==> config.mk <==
export PLATFORM = sky130hd
export DESIGN_NAME = uart_rx_async
export DESIGN_NICKNAME = d
export VERILOG_FILES = /design/src/rtl/uart_pkg.sv /design/src/rtl/uart_rx_sync_vote.sv /design/src/rtl/uart_rx_async.sv
export SDC_FILE = /design/constraint.sdc
export NUM_CORES = 1
export LEC_CHECK = 0
export BUFFER_PORTS_ARGS = -buffer_cell sky130_fd_sc_hd__buf_4
export CORE_MARGIN = 5
export CORE_UTILIZATION = 45
export DETAILED_ROUTE_END_ITERATION = 8
export MAX_ROUTING_LAYER = met4
export PLACE_DENSITY = 0.73
export SLEW_MARGIN = 40
export SYNTH_ARGS = -nofsm -noshare
export SYNTH_HDL_FRONTEND = slang
export SYNTH_HIERARCHICAL = 1
export SYNTH_SLANG_ARGS = --single-unit
export TNS_END_PERCENT = 20
==> constraint.sdc <==
create_clock -name clk -period 2.53 [get_ports clk]
set_input_delay 0.1265 -clock clk [delete_from_list [all_inputs] [get_ports clk]]
set_output_delay 0.1265 -clock clk [all_outputs]
set_load 0.01 [all_outputs]
==> src/rtl/uart_pkg.sv <==
// uart_pkg: receiver state encoding, oversampling default and parity helper.
// The parity function is shared with the UART transmitter.
package uart_pkg;

    localparam int OVERSAMPLE_DEF = 16;

    typedef enum logic [2:0] {
        RX_IDLE   = 3'd0,
        RX_START  = 3'd1,
        RX_DATA   = 3'd2,
        RX_PARITY = 3'd3,
        RX_STOP   = 3'd4
    } rx_state_t;

    // Expected parity bit over 7 or 8 data bits.
    function automatic logic parity_bit(
        input logic [7:0] data,
        input logic       bit8,
        input logic       odd_n_even
    );
        logic [7:0] d;
        d = bit8 ? data : {1'b0, data[6:0]};
        return odd_n_even ^ (^d);
    endfunction

endpackage

==> src/rtl/uart_rx_sync_vote.sv <==
// uart_rx_sync_vote: rx synchronizer plus 3-sample majority vote.
// The vote shift register advances only on baud_pulse.
module uart_rx_sync_vote
    import uart_pkg::*;
#(
    parameter int SYNC_STAGES = 2
) (
    input  logic clk,
    input  logic reset,
    input  logic baud_pulse,
    input  logic rx,
    output logic rx_sync,
    output logic vote
);

    logic [SYNC_STAGES-1:0] sync_q;
    logic [2:0]             vote_q;

    always_ff @(posedge clk) begin
        if (reset) begin
            sync_q <= '1;
            vote_q <= '1;
        end else begin
            sync_q <= {sync_q[SYNC_STAGES-2:0], rx};
            if (baud_pulse) begin
                vote_q <= {vote_q[1:0], sync_q[SYNC_STAGES-1]};
            end
        end
    end

    assign rx_sync = sync_q[SYNC_STAGES-1];
    assign vote    = (vote_q[0] & vote_q[1])
                   | (vote_q[0] & vote_q[2])
                   | (vote_q[1] & vote_q[2]);

endmodule

==> src/rtl/uart_rx_async.sv <==
// uart_rx_async: oversampling UART receiver with parity/framing/overrun status.
// Optional break detection (brk_det port) with UART_RX_BREAK_DETECT_EN.
module uart_rx_async
    import uart_pkg::*;
#(
    parameter int OVERSAMPLE   = OVERSAMPLE_DEF,
    parameter int SAMPLE_POINT = 7,
    parameter int SYNC_STAGES  = 2
) (
    input  logic       clk,
    input  logic       reset,
    input  logic       baud_pulse,
    input  logic       rx,
    input  logic       bit8,
    input  logic       parity_en,
    input  logic       odd_n_even,
    input  logic       read_rx,
    output logic [7:0] rx_data,
    output logic       rx_rdy,
    output logic       parity_err,
    output logic       framing_err,
`ifdef UART_RX_BREAK_DETECT_EN
    output logic       brk_det,
`endif
    output logic       overflow
);

    localparam int            SW   = $clog2(OVERSAMPLE);
    localparam logic [SW-1:0] SP   = SW'(SAMPLE_POINT);
    localparam logic [SW-1:0] SMAX = SW'(OVERSAMPLE - 1);

    rx_state_t     state, state_n;
    logic [SW-1:0] samp_cnt, samp_cnt_n;
    logic [2:0]    bit_cnt, bit_cnt_n;
    logic [7:0]    shreg, shreg_n;
    logic          par_q, par_n;
    logic          brk_wait, brk_wait_n;
    logic          rx_sync, vote;
    logic          at_sp, last_bit, done, par_mis, is_brk;

    uart_rx_sync_vote #(
        .SYNC_STAGES(SYNC_STAGES)
    ) u_sync_vote (
        .clk       (clk),
        .reset     (reset),
        .baud_pulse(baud_pulse),
        .rx        (rx),
        .rx_sync   (rx_sync),
        .vote      (vote)
    );

    assign at_sp    = baud_pulse && (samp_cnt == SP);
    assign last_bit = (bit_cnt == (bit8 ? 3'd7 : 3'd6));
    assign done     = at_sp && (state == RX_STOP);
    assign par_mis  = (par_q != parity_bit(shreg, bit8, odd_n_even));

`ifdef UART_RX_BREAK_DETECT_EN
    assign is_brk = done && (shreg == 8'h00)
                  && !(parity_en && par_q) && !vote;
`else
    assign is_brk = 1'b0;
`endif

    always_ff @(posedge clk) begin
        if (reset) begin
            state    <= RX_IDLE;
            samp_cnt <= '0;
            bit_cnt  <= '0;
            shreg    <= '0;
            par_q    <= 1'b0;
            brk_wait <= 1'b0;
        end else begin
            state    <= state_n;
            samp_cnt <= samp_cnt_n;
            bit_cnt  <= bit_cnt_n;
            shreg    <= shreg_n;
            par_q    <= par_n;
            brk_wait <= brk_wait_n;
        end
    end

    always_comb begin
        state_n    = state;
        samp_cnt_n = samp_cnt;
        bit_cnt_n  = bit_cnt;
        shreg_n    = shreg;
        par_n      = par_q;
        brk_wait_n = brk_wait;
        if (baud_pulse) begin
            samp_cnt_n = (samp_cnt == SMAX) ? '0 : samp_cnt + 1'b1;
            unique case (state)
                RX_IDLE: begin
                    // After a break the line must return high first.
                    if (brk_wait) begin
                        if (rx_sync) brk_wait_n = 1'b0;
                    end else if (!rx_sync) begin
                        state_n    = RX_START;
                        samp_cnt_n = '0;
                    end
                end
                RX_START: begin
                    if (at_sp) begin
                        if (vote) begin
                            state_n = RX_IDLE;
                        end else begin
                            state_n   = RX_DATA;
                            bit_cnt_n = '0;
                            shreg_n   = '0;
                        end
                    end
                end
                RX_DATA: begin
                    if (at_sp) begin
                        shreg_n[bit_cnt] = vote;
                        bit_cnt_n        = bit_cnt + 1'b1;
                        if (last_bit) begin
                            state_n = parity_en ? RX_PARITY : RX_STOP;
                        end
                    end
                end
                RX_PARITY: begin
                    if (at_sp) begin
                        par_n   = vote;
                        state_n = RX_STOP;
                    end
                end
                RX_STOP: begin
                    if (at_sp) begin
                        state_n    = RX_IDLE;
                        brk_wait_n = is_brk;
                    end
                end
                default: state_n = RX_IDLE;
            endcase
        end
    end

    always_ff @(posedge clk) begin
        if (reset) begin
            rx_data     <= '0;
            rx_rdy      <= 1'b0;
            parity_err  <= 1'b0;
            framing_err <= 1'b0;
            overflow    <= 1'b0;
        end else if (done && !is_brk) begin
            if (rx_rdy && !read_rx) begin
                overflow <= 1'b1;
            end else begin
                rx_data     <= shreg;
                rx_rdy      <= 1'b1;
                parity_err  <= parity_en && par_mis;
                framing_err <= !vote;
                overflow    <= 1'b0;
            end
        end else if (read_rx) begin
            rx_rdy      <= 1'b0;
            parity_err  <= 1'b0;
            framing_err <= 1'b0;
            overflow    <= 1'b0;
        end
    end

`ifdef UART_RX_BREAK_DETECT_EN
    always_ff @(posedge clk) begin
        if (reset) begin
            brk_det <= 1'b0;
        end else if (is_brk) begin
            brk_det <= 1'b1;
        end else if (read_rx) begin
            brk_det <= 1'b0;
        end
    end
`endif

endmodule

==> impl_metrics.csv, run 1 <==
group,metric,value,unit
timing,skew,0.005439,ns
grt,grt_pass1_vias,1298,
clocking,cts_buffers,5,
drt,vias,1434,
timing,worst-slew-pin-transition,0.5076,ns
place,numPortBuffers,19,
worst_hold_path,min_path_cells,2,
layout,post-route-util,52.08,%
worst_hold_path,min_from,"rx",
clocking,hold_buffers,0,
grt,gr-total-overflow,0,
clocking,cts-root-buf,"clkbuf_8",
drt,viasPerCell,5.580,
logic_synthesis,netlist_instances,192,
timing,drv_slew,0,
timing,fin_crit_sh,86.56,%
worst_hold_path,hold_class,"input pin to flop",
setup_path,worstRegToRegCells,6,
clocking,htree_levels,2,
layout,nNetsFinal,217,
clocking,cts-resized-gates,0,
drt,routed_wirelength,3506,um
drt,drt_first_pass_iters,4,
layout,antennaDiodeCount,0,
place,post_dp_cell_area,1964,sq um
grt,grt_max_degree,42,
drt,postRouteAntennaNets,0,
power_and_ir_drop,power.total,1.129,mW
power_and_ir_drop,leakage,0.8321,nW
drt,first_iter_violations,86,
timing,rsz0062_at_grt,"false",
die,placementRows,23,
layout,drive_gt1_share,18.84,%
setup_path,startpoint_type,"flop",
timing,max-slew-margin-rel,66.11,%
setup_path,reg2reg_slack,0.34,ns
die,io_pins,20,
setup_path,required,2.69,ns
logic_synthesis,synth_edf_count,0,
die,die_y,73.72,um
setup_path,cp.arrival,2.35,ns
timing,maxClockFrequency,0.4567,GHz
clocking,clock-sinks,37,
drt,drc,0,
clocking,cts_tree,"done",
grt,track_usage,14.47,%
setup_path,reg2reg_to,"shreg[7]",
logic_synthesis,seq_area_frac_synth,40.55,%
die,die_area,5434,sq um
setup_path,path_class,"flop to flop",
timing,hold_viol,0,
setup_path,crit_path_end_kind,"flop",
place,dpl.hpwl,2423,um
layout,area_growth,13.22,%
timing,fin_crit,2.190,ns
logic_synthesis,async_reset_ff_share,0,%
layout,design_area,2068,sq um
status,status,"completed",
clocking,clock_latency,0.29,ns
power_and_ir_drop,ir_worst_vdd,0.4396,mV
grt,antenna_found_initial,0,
run,cap_violations,0,
clocking,cts_buffer_depth,2,
power_and_ir_drop,power-per-cell-area,545.8,nW/um^2
timing,fin_ws,0.3401,ns
grt,grt_pass1_wl,5878,um
clocking,clkTransAtPathRegs,0.07,ns
setup_path,rr_startpoint,"u_sync_vote/vote_q[0]",
layout,final_common_cell,"dfxtp_1",
die,coreArea,3971,sq um
timing,tns,0,ns
place,gp_congestion,0.8333,
timing,setup_viol,0,
logic_synthesis,syn_area,1827,sq um
logic_synthesis,syn_nets,202,
setup_path,worstPathMaxFanout,6,
logic_synthesis,yosys_register_bits,37,
logic_synthesis,synth_cell_types,46,
die,start_util,46.00,%
logic_synthesis,avgSynthCellArea,9.514,sq um
die,die-width,73.72,um
drt,wl_per_cell,13.64,um
logic_synthesis,yosysWarnings,6,
logic_synthesis,synth_flop_cell,"dfxtp_1",
clocking,cts_setup_buffers,0,
worst_hold_path,hold_end,"u_sync_vote/sync_q[0]",
place,place_ws,0.3268,ns
layout,layout_common_cells,"dfxtp_1 (37), buf_4 (20), nor2_1 (17)",
-- where the power goes --
group | total, mW | switching, mW | internal [mW]
Combinational | 0.0524 | 0.0291 | 0.0233
Sequential | 0.597 | 0.00727 | 0.590
Clock | 0.480 | 0.193 | 0.286
Total | 1.13 | 0.230 | 0.899
-- cell usage after synthesis, types with 3 or more instances --
library cell  number  area share, %
a211oi_1           6            2.5
a21oi_1            8            2.2
a31oi_1            3            1.0
dfxtp_1           37             41
nand2_1            8            1.6
mux2i_1           11            6.0
and2_1             3            1.0
o21ai_0            3           0.82
nor2b_1            6            2.1
nor3_1             6            1.6
a22oi_1            8            3.3
nand3_1            6            1.6
xnor2_1           10            4.8
buf_2              6            1.6
nor2_1            17            3.5
nand2b_1           3            1.0
inv_1              5            1.0
a211o_1            4            1.9
-- layout make-up --
cell class / count / area (sq um)
clock buffer: 5 / 68.82
clock inverter: 2 / 35.03
fill: 371 / 1903
inverter: 5 / 18.77
multi-input combinational: 138 / 992.2
sequential: 37 / 740.7
tap: 50 / 62.56
timing repair buffer: 20 / 150.1
-- worst max-delay path, cell delays in order (launching register included) --
cell and delay (ns):
dfxtp_1 0.32, maj3_1 0.46, or3b_4 0.46, a2111oi_4 0.47
nand3_1 0.12, a22oi_1 0.17, nor3_1 0.06
-- worst max-delay path by stage --
stage | cells after the start | start | end | slack (ns)
floorplan | 6 | u_sync_vote/vote_q[0] | shreg[7] | 0.55
global placement | 6 | u_sync_vote/vote_q[0] | shreg[7] | 0.37
detailed placement | 5 | u_sync_vote/vote_q[0] | shreg[5] | 0.33
CTS | 5 | u_sync_vote/vote_q[0] | shreg[5] | 0.32
global route | 5 | u_sync_vote/vote_q[0] | shreg[4] | 0.24
finish | 6 | u_sync_vote/vote_q[0] | shreg[7] | 0.34
-- cells by family after synthesis --
| group | synth area share (%) |
|---|---|
| simple gates | 21.92 |
| compound gates | 17.47 |
| flops | 40.55 |
| buf+inv | 5.137 |
| mux | 7.260 |
| xor+xnor | 5.753 |
| fa+ha+maj | 1.918 |
-- stage by stage --
step / hold WS [ns] / cells
after global placement: 0.3122 / 250
final: 0.02086 / 257
after floorplan: 0.2058 / 192
after CTS: 0.009757 / 257
after detailed placement: 0.3148 / 250
after global routing: 0.01188 / 257
-- sequential cells by signal, indices dropped and copies added, names as in the netlist --
signal              flops
bit_cnt                 3
brk_wait                1
framing_err             1
overflow                1
par_q                   1
parity_err              1
rx_data                 8
rx_rdy                  1
samp_cnt                4
shreg                   8
state                   3
u_sync_vote/sync_q      2
u_sync_vote/vote_q      3
-- layer usage --
metal | vias to the layer above | GRT usage [%] | routed length, um
li1 | 725 | - | -
met1 | 673 | 18.02 | 1664
met2 | 32 | 21.46 | 1613
met3 | 4 | 4.925 | 168
met4 | 0 | 5.634 | 60
met5 | - | - | 0
No activity file was read; power rests on OpenSTA's default activity.
==> run 2: changes to the inputs <==
--- a/config.mk
+++ b/config.mk
@@ -6,6 +6,7 @@
 export NUM_CORES = 1
 export LEC_CHECK = 0
 export BUFFER_PORTS_ARGS = -buffer_cell sky130_fd_sc_hd__buf_4
+export CORE_ASPECT_RATIO = 1.4
 export CORE_MARGIN = 5
 export CORE_UTILIZATION = 45
 export DETAILED_ROUTE_END_ITERATION = 8
==> run 2 against run 1 <==
Total power decreased by 6.9%; utilization up 0.22 points; cell count is 1.9% lower; combinational power rose by 5.2%; sequential cell count stayed put; worst hold slack worse by 0.0082 ns; routed wire length is 2.0% higher; via count shrank 0.84%; highest routed layer unchanged.
==> impl_metrics.csv, run 2 (synthesized netlist as in run 1, its figures left out) <==
group,metric,value,unit
grt,grt_max_degree,42,
die,die-width,63.85,um
setup_path,worstRegToRegCells,6,
timing,skew,0.008359,ns
timing,drv_slew,0,
drt,postRouteAntennaNets,0,
run,cap_violations,0,
clocking,htree_levels,2,
clocking,clock_latency,0.29,ns
place,dpl.hpwl,2448,um
die,placementRows,27,
timing,worst-slew-pin-transition,0.5193,ns
timing,fin_crit,2.195,ns
setup_path,reg2reg_to,"shreg[7]",
clocking,cts_buffers,5,
drt,drt_first_pass_iters,4,
timing,maxClockFrequency,0.4556,GHz
clocking,cts-resized-gates,0,
die,coreArea,3919,sq um
grt,antenna_found_initial,0,
timing,tns,0,ns
place,gp_congestion,0.7799,
die,start_util,46.62,%
drt,wl_per_cell,14.19,um
clocking,clock-sinks,37,
layout,area_growth,12.19,%
setup_path,cp.arrival,2.36,ns
clocking,hold_buffers,0,
timing,rsz0062_at_grt,"false",
setup_path,path_class,"flop to flop",
drt,viasPerCell,5.643,
status,status,"completed",
place,numPortBuffers,19,
setup_path,startpoint_type,"flop",
clocking,cts_buffer_depth,2,
timing,fin_crit_sh,86.76,%
die,die_y,85.39,um
grt,track_usage,13.97,%
grt,grt_pass1_vias,1303,
worst_hold_path,hold_end,"overflow",
clocking,cts_tree,"done",
timing,hold_ws,0.01267,ns
setup_path,required,2.69,ns
drt,routed_wirelength,3577,um
worst_hold_path,min_from,"read_rx",
power_and_ir_drop,leakage,0.8274,nW
grt,gr-total-overflow,0,
power_and_ir_drop,power-per-cell-area,512.7,nW/um^2
worst_hold_path,hold_class,"input pin to flop",
layout,final_common_cell,"dfxtp_1",
layout,top_regs,"rx_data (8), shreg (8), samp_cnt (4)",
setup_path,rr_startpoint,"u_sync_vote/vote_q[0]",
drt,drc,0,
layout,drive_gt1_share,19.62,%
timing,max-slew-margin-rel,65.33,%
worst_hold_path,min_path_cells,2,
setup_path,reg2reg_slack,0.33,ns
clocking,clkTransAtPathRegs,0.07,ns
layout,layout_common_cells,"dfxtp_1 (37), buf_4 (21), nor2_1 (17)",
drt,first_iter_violations,70,
power_and_ir_drop,ir_worst_vdd,0.5119,mV
grt,grt_pass1_wl,6023,um
clocking,cts-root-buf,"clkbuf_8",
die,io_pins,20,
timing,hold_viol,0,
die,die_area,5451,sq um
drt,vias,1422,
setup_path,worstPathMaxFanout,6,
timing,setup_viol,0,
setup_path,crit_path_end_kind,"flop",
layout,antennaDiodeCount,0,
clocking,cts_setup_buffers,0,
layout,nNetsFinal,218,
==> run 2: worst max-delay path by stage <==
stage	start	endpoint	slack (ns)
after floorplan	u_sync_vote/vote_q[0]	shreg[7]	0.55
final	u_sync_vote/vote_q[0]	shreg[7]	0.33
after CTS	u_sync_vote/vote_q[0]	shreg[7]	0.33
after global routing	u_sync_vote/vote_q[0]	shreg[5]	0.23
after global placement	u_sync_vote/vote_q[0]	shreg[7]	0.33
after detailed placement	u_sync_vote/vote_q[0]	shreg[7]	0.35
==> run 2: per-layer routing <==
metal	vias to the layer above	global-route usage (%)	share of wire (%)	routed length (um)
met5	-	-	0	0
met4	0	6.238	2.1	74
met3	6	3.576	3.9	138
met2	19	22.87	50	1804
met1	670	15.75	44	1560
li1	727	-	-	-
==> run 2: final cells by class <==
cell class | instances | area [sq um]
inverter | 5 | 18.77
tap | 43 | 53.80
clock buffer | 5 | 68.82
sequential | 37 | 740.7
timing repair buffer | 21 | 157.7
clock inverter | 3 | 17.52
multi-input combinational | 138 | 992.2
fill | 369 | 1869
==> run 2: critical path, cell delays in order (launching register included) <==
cell       delay, ns
dfxtp_1         0.33
maj3_1          0.44
or3b_4          0.45
a2111oi_4       0.50
nand3_1         0.13
a22oi_1         0.17
nor3_1          0.06
==> run 2: stage by stage <==
stage               util (%)  area, sq um  instances  setup slack [ns]  total power [mW]
floorplan                  -         1827        192            0.5530            0.6455
global placement       50.10         1963        244            0.3342            0.6627
detailed placement     50.10         1963        244            0.3541            0.6634
CTS                    52.30         2049        252            0.3340             1.067
global route           52.30         2049        252            0.2274             1.097
finish                 52.30         2049        252            0.3349             1.051
==> run 2: power breakdown <==
part / switching [mW] / internal (mW)
combinational: 0.0310 / 0.0241
clock: 0.211 / 0.190
sequential: 0.00561 / 0.589
